<file path="src/rtl/seq_detect_pkg.sv">
// Shared definitions for the programmable serial pattern detector:
// FSM state encoding and the power-on pattern (1011, length 4).
package seq_detect_pkg;

  typedef enum logic [1:0] {
    IDLE = 2'd0,
    FILL = 2'd1,
    HUNT = 2'd2
  } state_t;

  localparam int DEF_PAT = 'b1011;
  localparam int DEF_LEN = 4;

endpackage

</file>
<file path="src/rtl/seq_match_cmp.sv">
// Masked comparator: hit when the len_r LSBs of hist_next equal the len_r
// LSBs of pat_r; bits at or above len_r are ignored.
module seq_match_cmp #(
  parameter int PAT_W = 8,
  parameter int LEN_W = $clog2(PAT_W + 1)
) (
  input  logic [PAT_W-1:0] hist_next,
  input  logic [PAT_W-1:0] pat_r,
  input  logic [LEN_W-1:0] len_r,
  output logic             hit
);

  logic [PAT_W-1:0] mask;

  always_comb begin
    mask = '0;
    for (int i = 0; i < PAT_W; i++) begin
      mask[i] = (LEN_W'(i) < len_r);
    end
  end

  assign hit = (((hist_next ^ pat_r) & mask) == '0);

endmodule

</file>
<file path="src/rtl/seq_detect_param.sv">
// Runtime-programmable serial pattern detector with overlap control.
// Optional saturating match counter enabled by SEQ_DETECT_MATCH_CNT_EN.
module seq_detect_param
  import seq_detect_pkg::*;
#(
  parameter int PAT_W = 8,
  parameter int LEN_W = $clog2(PAT_W + 1),
  parameter int CNT_W = 16
) (
  input  logic             clk,
  input  logic             reset_n,
  input  logic             inp_bit,
  input  logic             inp_valid,
  input  logic             enable,
  input  logic             overlap_en,
  input  logic             cfg_load,
  input  logic [PAT_W-1:0] cfg_pat,
  input  logic [LEN_W-1:0] cfg_len,
  output logic             seq_seen,
`ifdef SEQ_DETECT_MATCH_CNT_EN
  output logic [CNT_W-1:0] match_cnt,
`endif
  output logic             cfg_err
);

  state_t           state, state_n;
  logic [PAT_W-1:0] pat_r;
  logic [LEN_W-1:0] len_r;
  logic [PAT_W-1:0] hist, hist_n, hist_next;
  logic [LEN_W-1:0] fill, fill_n, fill_inc;
  logic             hit;
  logic             match;
  logic             len_ok;
  // Oldest history bit never reaches the comparator (it only sees hist_next).
  logic             hist_msb_unused;

  assign hist_next       = {hist[PAT_W-2:0], inp_bit};
  assign hist_msb_unused = hist[PAT_W-1];
  assign fill_inc        = fill + LEN_W'(1);
  assign len_ok          = (cfg_len != '0) && (cfg_len <= LEN_W'(PAT_W));

  seq_match_cmp #(
    .PAT_W (PAT_W),
    .LEN_W (LEN_W)
  ) u_cmp (
    .hist_next (hist_next),
    .pat_r     (pat_r),
    .len_r     (len_r),
    .hit       (hit)
  );

  always_comb begin
    state_n = state;
    hist_n  = hist;
    fill_n  = fill;
    match   = 1'b0;
    if (cfg_load) begin
      hist_n  = '0;
      fill_n  = '0;
      state_n = enable ? FILL : IDLE;
    end else if (!enable) begin
      hist_n  = '0;
      fill_n  = '0;
      state_n = IDLE;
    end else begin
      case (state)
        HUNT: begin
          if (inp_valid) begin
            hist_n = hist_next;
            if (hit) begin
              match = 1'b1;
              if (!overlap_en) begin
                fill_n  = '0;
                state_n = FILL;
              end
            end
          end
        end
        default: begin
          // IDLE with enable high behaves as FILL with an empty history.
          state_n = FILL;
          if (inp_valid) begin
            hist_n = hist_next;
            if (fill_inc >= len_r) begin
              match = hit;
              if (hit && !overlap_en) begin
                fill_n = '0;
              end else begin
                fill_n  = len_r;
                state_n = HUNT;
              end
            end else begin
              fill_n = fill_inc;
            end
          end
        end
      endcase
    end
  end

  always_ff @(posedge clk or negedge reset_n) begin
    if (!reset_n) begin
      state    <= IDLE;
      hist     <= '0;
      fill     <= '0;
      pat_r    <= PAT_W'(DEF_PAT);
      len_r    <= LEN_W'(DEF_LEN);
      seq_seen <= 1'b0;
      cfg_err  <= 1'b0;
    end else begin
      state    <= state_n;
      hist     <= hist_n;
      fill     <= fill_n;
      seq_seen <= match;
      if (cfg_load) begin
        pat_r <= cfg_pat;
        len_r <= len_ok ? cfg_len : LEN_W'(PAT_W);
        if (!len_ok) cfg_err <= 1'b1;
      end
    end
  end

`ifdef SEQ_DETECT_MATCH_CNT_EN
  always_ff @(posedge clk or negedge reset_n) begin
    if (!reset_n) begin
      match_cnt <= '0;
    end else if (cfg_load) begin
      match_cnt <= '0;
    end else if (match && (match_cnt != '1)) begin
      match_cnt <= match_cnt + CNT_W'(1);
    end
  end
`else
  localparam int CNT_W_UNUSED = CNT_W;
`endif

endmodule
</file>
<file path="config.mk">
export PLATFORM = sky130hd
export DESIGN_NAME = seq_detect_param
export DESIGN_NICKNAME = d
export VERILOG_FILES = /design/src/rtl/seq_detect_pkg.sv /design/src/rtl/seq_match_cmp.sv /design/src/rtl/seq_detect_param.sv
export SDC_FILE = /design/constraint.sdc
export NUM_CORES = 1
export LEC_CHECK = 0
export CAP_MARGIN = 20
export CORE_MARGIN = 4
export CORE_UTILIZATION = 58
export CTS_CLUSTER_DIAMETER = 150
export DETAILED_ROUTE_END_ITERATION = 8
export GPL_ROUTABILITY_DRIVEN = 0
export GPL_TIMING_DRIVEN = 0
export PLACE_DENSITY_LB_ADDON = 0.15
export SETUP_SLACK_MARGIN = 0.2
export SLEW_MARGIN = 40
export SYNTH_ARGS = -nofsm -noshare
export SYNTH_HDL_FRONTEND = slang
export SYNTH_HIERARCHICAL = 1
export SYNTH_SLANG_ARGS = --single-unit
</file>
<file path="constraint.sdc">
create_clock -name clk -period 6.6 [get_ports clk]
set_input_delay 0.66 -clock clk [delete_from_list [all_inputs] [get_ports clk]]
set_output_delay 0.66 -clock clk [all_outputs]
set_load 0.01 [all_outputs]
</file>
==> metrics, run 1 <==
status complete, no violations; Post-Syn Nets 154; max-cap violation count 0; Synth async-reset ratio 1.000; post-synth cell types 41; Die Span Y 58.82 microns; CTS Hold Bufs 0; FP Rows 18; Sink Count 27; largest net degree at the start of global routing 28; sw frac 0.2770; Most used DFF post-synth dfrtp_1; Vias/cell 5.815; DP HPWL 2.138 mm; Yosys reg bits 27; Critical Path Slowest Stage Cell dfstp_2; Final Hold Violating Endpoints 0; worst slew pin tran 0.5901 ns; delay of the slowest critical-path stage 0.60 ns; worst path arrival time 2.70 ns; relative slew slack 0.6066; full die area 3459 sq um; Setup TNS 0 ns; number of synthesized flops with an enable pin 0; worst hold path type in2async; Yosys Warn Count 6; P&R area growth vs syn 17.38%; die width 58.82 microns; Int Pwr 0.0002315 W; global-route wire length before repair 4.961 mm; clock buffer depth 2; GRT Total Usage 0.1867; IO Count 21; Worst Path Required 6.83 ns; final setup violation count 0; DRC viols 0; PortBufs 20; final core utilization 0.7096; Pwr per Cell Area 182.1 nW/um^2; ranking of synthesized cells by area dfrtp_1 (38%), dfstp_2 (7.0%), mux2_1 (6.0%); Inserted Clock Buffers 3; clock share of power 0.222; overall power 0.0003202 W; sw power 0.00008869 W; remaining antenna violation count 0; Root Buffer clkbuf_4; Worst-path clk slew 0.14 ns; Mapped Avg Cell Area 11.52 sq um; Startpoint Class flip-flop; number of H-tree levels 1; combinational share of power 0.199; grt total ovfl 0; WL per Instance 15.42 microns; RSZ-0062 raised after global routing false; power share of the sequential group 0.579; Setup Buffers After CTS 0; fmax 403.3 MHz; CP endpoint kind flip-flop; Setup Skew 0.001564 ns; Starting Density 0.6045; vias in the first global route 1136; kind of critical path reg2reg; core area 2477 sq um; Post-layout nets 179; TritonCTS clock tree yes; # diodes 0; VDD IR max 167.4 uV; DR iter-0 viols 58; fin. max-slew vios 0; Min Hold Slack 0.3136 ns; worst-path maximum fanout 7; latest clock arrival within the worst-skew pair 0.32 ns; Yosys top cell area share 0.3843; Total Wirelength 2.837 mm; layout cells sized above 1 0.1429; largest area contributor in the netlist dfrtp_1; crit path cell chain or3b_1, a211oi_1, a31oi_1, a21oi_1, nor2b_4, or2b_1, a21oi_2, a221o_1; synthesized cell area 1498 sq um; Vias 1070; fin crit period 2.479 ns; post-synthesis sequential area ratio 0.4545; Post-CTS Resized 0; fin crit share 0.3757; Cells after Synth 130; Pleak 0.7881 nW; detailed-router iteration count before antenna repair 4; initial antenna violation count 0
## sequential cells by signal (all words and copies together) (netlist names)
name	cells
fill	4
seq_seen	1
cfg_err	1
hist	7
len_r	4
state	2
pat_r	8
## cell families after synthesis
| group | synth area share |
|---|---|
| AND/OR/NAND/NOR | 0.1646 |
| AO/OA/AOI/OAI | 0.1370 |
| flip-flops | 0.4545 |
| multiplexers | 0.1069 |
| XOR/XNOR | 0.05848 |
| buffers and inverters | 0.03676 |
| adder cells (fa/ha/maj) | 0.04177 |
## synthesized netlist by cell type, types with 2 or more instances
cell	number
a211oi_1	2
a21o_1	2
a21oi_1	4
a221o_1	3
buf_2	2
buf_6	2
dfrtp_1	23
dfstp_2	4
ha_1	5
inv_1	6
mux2_1	8
mux2i_1	7
nand2_1	2
nand2b_1	4
nand3_1	2
nand3b_1	3
nor2_1	9
nor2b_4	2
nor3_1	3
o21ai_0	4
o21ai_1	4
o41ai_1	2
xor2_1	9
## power groups by stage
stage,Sequential (W),Clock [W],Combinational [W]
final,0.000185,0.0000710,0.0000637
after global routing,0.000187,0.0000802,0.0000709
after CTS,0.000185,0.0000723,0.0000644
after detailed placement,0.000188,0,0.0000640
after global placement,0.000188,0,0.0000617
after floorplan,0.000186,0,0.0000404
## routing by layer
metal  track usage  wire length [microns]  vias up
li1              -                      -      520
met1        0.2419                   1201      509
met2        0.3170                   1407       35
met3       0.01974                    171        6
met4       0.07767                     57        0
met5             0                      0        -
## cell type report
type                            instances  area [sq um]
Clock buffer                            3         22.52
Inverter                                6         22.52
Timing Repair Buffer                   20         195.2
Fill cell                             185         719.4
Clock inverter                          1         5.005
Sequential cell                        27         680.7
Tap cell                               30         37.54
Multi-Input combinational cell         93         762.0
Buffer                                  4         32.53
## per-stage QoR
step / std cells / cell area, sq um / setup slack [ns]
CTS: 184 / 1758 / 4.153
global placement: 180 / 1735 / 4.061
detailed placement: 180 / 1730 / 4.054
global route: 184 / 1758 / 3.980
finish: 184 / 1758 / 4.121
floorplan: 130 / 1498 / 4.395
## cells in the final DEF (no fill, tap or decap), types with 4 or more instances in the layout
cell type | Yosys | routed
o21ai_1 | 4 | 4
o21ai_0 | 4 | 4
dfrtp_1 | 23 | 23
nand2b_1 | 4 | 4
nor2_1 | 9 | 9
clkdlybuf4s50_1 | 0 | 19
inv_1 | 6 | 6
mux2i_1 | 7 | 7
mux2_1 | 8 | 8
ha_1 | 5 | 5
xor2_1 | 9 | 9
dfstp_2 | 4 | 4
a21oi_1 | 4 | 4
## critical path, delay by kind of cell, from the launching register on
family | cells | cell delay (ns)
AOI/OAI and AO/OA | 5 | 0.98
DFF | 1 | 0.60
and+or+nand+nor | 3 | 0.80
## path summary, 6_finish.rpt
check / startpoint / to / slack (ns) / cells after the start
max: len_r[2]$_DFFE_PN1P_ / fill[0]$_DFFE_PN0P_ / 4.12 / 8
min: reset_n / pat_r[7]$_DFFE_PN0P_ / 0.31 / 1
max reg2reg: len_r[2]$_DFFE_PN1P_ / fill[0]$_DFFE_PN0P_ / 4.12 / 8
min reg2reg: cfg_err$_DFFE_PN0P_ / cfg_err$_DFFE_PN0P_ / 0.48 / 1
max in group asynchronous: reset_n / len_r[2]$_DFFE_PN1P_ / 5.90 / 1
min in group clk: cfg_err$_DFFE_PN0P_ / cfg_err$_DFFE_PN0P_ / 0.48 / 1
Note: power is estimated with default switching activity, not from simulation.
==> run 2, diff against run 1 <==
Settings changed: CORE_UTILIZATION 58 to 53.
Clock period 6.6 ns to 2.5 ns, I/O delays scaled along.
==> run 2 against run 1 <==
Clock skew is 0.0020 ns higher. Worst setup slack worse by 4.0 ns. Count of clock-buffer cells in the layout is 1 higher. Critical endpoint is now fill[3]$_DFFE_PN0P_. First-iteration DRC count is 41% lower. Clock power grew to 2.7 times the previous value. Cell area is 2.5% higher. Highest routed layer unchanged. Maximum frequency is 5.9% higher.
==> metrics, run 2 (same netlist as run 1, synthesis figures left out) <==
Final Hold Violating Endpoints 0 (unchanged); busiest grt layer met2 (unchanged); clock buffer depth 2 (unchanged); Setup Skew 0.003546 ns (was 0.001564 ns); Total Wirelength 2.901 mm (was 2.837 mm); sw frac 0.2770 (about the same); dpl cells 181 (was 180); kind of critical path reg2reg (unchanged); DP HPWL 2.137 mm (was 2.138 mm); grt total ovfl 0 (unchanged); most common cell after layout, fill and taps aside dfrtp_1 (unchanged); Vias/cell 5.741 (was 5.815); FP Rows 19 (was 18); VDD IR max 383.9 uV (was 167.4 uV); Root Buffer clkbuf_4 (unchanged); worst path arrival time 2.57 ns (was 2.70 ns); Inserted Clock Buffers 3 (unchanged); remaining antenna violation count 0 (unchanged); number of H-tree levels 1 (unchanged); fin cells 189 (was 184); fmax 426.9 MHz (was 403.3 MHz); Int Pwr 0.0006223 W (was 0.0002315 W); Pwr per Cell Area 477.7 nW/um^2 (was 182.1 nW/um^2); Critical path buffers and inverters 0 (unchanged); WL per Instance 15.35 microns (was 15.42 microns); RSZ-0062 raised after global routing true (was false); GR Layer Usage met3 0.03145 (was 0.01974); Critical Path Slowest Stage Cell dfstp_2 (unchanged); top register by number of flip-flops pat_r (unchanged); core area 2734 sq um (was 2477 sq um); worst hold path type in2async (unchanged); max-cap violation count 0 (unchanged); IO Count 21 (unchanged); largest net degree at the start of global routing 28 (unchanged); TritonCTS clock tree yes (unchanged); Most Frequent Cell on Critical Path a21oi_2; DR iter-0 viols 34 (was 58); crit path cell chain or3b_4, a211oi_2, a31oi_1, a21oi_2, nor2b_4, or2b_1, a21oi_2, a221o_1 (was or3b_1, a211oi_1, a31oi_1, a21oi_1, nor2b_4, or2b_1, a21oi_2, a221o_1); number of flip-flops in the largest register 8 (unchanged); PortBufs 20 (unchanged); delay of the slowest critical-path stage 0.57 ns (was 0.60 ns); initial antenna violation count 0 (unchanged); Sink Count 27 (unchanged); CP endpoint kind flip-flop (unchanged); fin crit period 2.342 ns (was 2.479 ns); Die Span Y 61.16 microns (was 58.82 microns); FF+latch area 680.7 sq um (unchanged); final setup violation count 0 (unchanged); layout cells sized above 1 0.1709 (was 0.1429); cell family with most CP delay compound AO/OA/AOI/OAI gates (unchanged); Fillers 224 (was 185); Top Registers pat_r: 8 flops, hist: 7 flops (unchanged); relative slew slack 0.6016 (was 0.6066); GRT Total Usage 0.1793 (was 0.1867); clock share of power 0.220 (was 0.222); multi-input logic area 773.2 sq um (was 762.0 sq um); Pleak 0.8079 nW (was 0.7881 nW); sw power 0.0002384 W (was 0.00008869 W); GRT met1 Usage 0.2043 (was 0.2419); fin crit share 0.9369 (was 0.3757); Post-layout nets 183 (was 179); combinational share of power 0.212 (was 0.199); Setup TNS 0 ns (unchanged); die width 61.16 microns (was 58.82 microns); DRC viols 0 (unchanged); most frequent cells in the layout dfrtp_1 (23), clkdlybuf4s50_1 (19), nor2_1 (9), xor2_1 (9), mux2_1 (8) (unchanged); vias in the first global route 1178 (was 1136); worst slew pin tran 0.5976 ns (was 0.5901 ns); Starting Density 0.5478 (was 0.6045); Worst-path clk slew 0.14 ns (about the same); grt met2 use 0.3157 (was 0.3170); Worst Path Required 2.72 ns (was 6.83 ns); P&R area growth vs syn 20.30% (was 17.38%); global-route wire length before repair 4.968 mm (was 4.961 mm); Vias 1085 (was 1070); # diodes 0 (unchanged); detailed-router iteration count before antenna repair 4 (unchanged); Startpoint Class flip-flop (unchanged); overall power 0.0008607 W (was 0.0003202 W); power share of the sequential group 0.568 (was 0.579); status complete, no violations (unchanged); worst-path maximum fanout 4 (was 7); latest clock arrival within the worst-skew pair 0.32 ns (about the same); full die area 3741 sq um (was 3459 sq um); fin. max-slew vios 0 (unchanged)
==> run 2: final cells by class <==
class                           instances  share of cell area
Tap cell                               31             0.02153
Clock buffer                            4             0.01458
Sequential cell                        27              0.3778
Buffer                                  4             0.01806
Inverter                                6             0.01250
Timing Repair Buffer                   24              0.1264
Multi-Input combinational cell         93              0.4292
==> run 2: through the flow <==
| step | utilization | instance area [sq um] | hold WS, ns | worst slack (ns) |
|---|---|---|---|---|
| after detailed placement | 0.6334 | 1732 | 0.2966 | 0.02017 |
| after global routing | 0.6590 | 1802 | 0.4860 | 0.05964 |
| final | 0.6590 | 1802 | 0.4519 | 0.1576 |
| after floorplan | - | 1498 | -0.04559 | 0.2954 |
| after global placement | 0.6352 | 1737 | 0.4399 | 0.1076 |
| after CTS | 0.6590 | 1802 | 0.4728 | 0.2013 |
==> run 2: path summary, 6_finish.rpt <==
path | depth (start not counted) | slack [ns] | to | startpoint
max | 8 | 0.16 | fill[3]$_DFFE_PN0P_ | len_r[2]$_DFFE_PN1P_
min in group clk | 1 | 0.47 | cfg_err$_DFFE_PN0P_ | cfg_err$_DFFE_PN0P_
min reg2reg | 1 | 0.47 | cfg_err$_DFFE_PN0P_ | cfg_err$_DFFE_PN0P_
max reg2reg | 8 | 0.16 | fill[3]$_DFFE_PN0P_ | len_r[2]$_DFFE_PN1P_
max in group asynchronous | 2 | 1.66 | hist[1]$_DFFE_PN0N_ | reset_n
min | 2 | 0.45 | fill[3]$_DFFE_PN0P_ | reset_n
==> run 2: power groups by stage <==
stage | clock, W | combinational, W | sequential, W
2_1_floorplan | 0 | 0.000107 | 0.000491
5_1_grt | 0.000211 | 0.000204 | 0.000494
3_3_place_gp | 0 | 0.000164 | 0.000496
6_report | 0.000189 | 0.000183 | 0.000489
4_1_cts | 0.000197 | 0.000184 | 0.000489
3_5_place_dp | 0 | 0.000168 | 0.000498
==> run 2: timing repair <==
item	in CTS	in global routing
setup endpoints to repair	5	4
resized for setup	3	0
hold endpoints to repair	23	0
hold buffers	1	0
pin swaps	1	0
buffers inserted	3	0
==> run 2: layer usage <==
metal | routed length (microns) | up-vias
li1 | - | 526
met1 | 1229 | 529
met2 | 1492 | 22
met3 | 118 | 8
met4 | 61 | 0
met5 | 0 | -
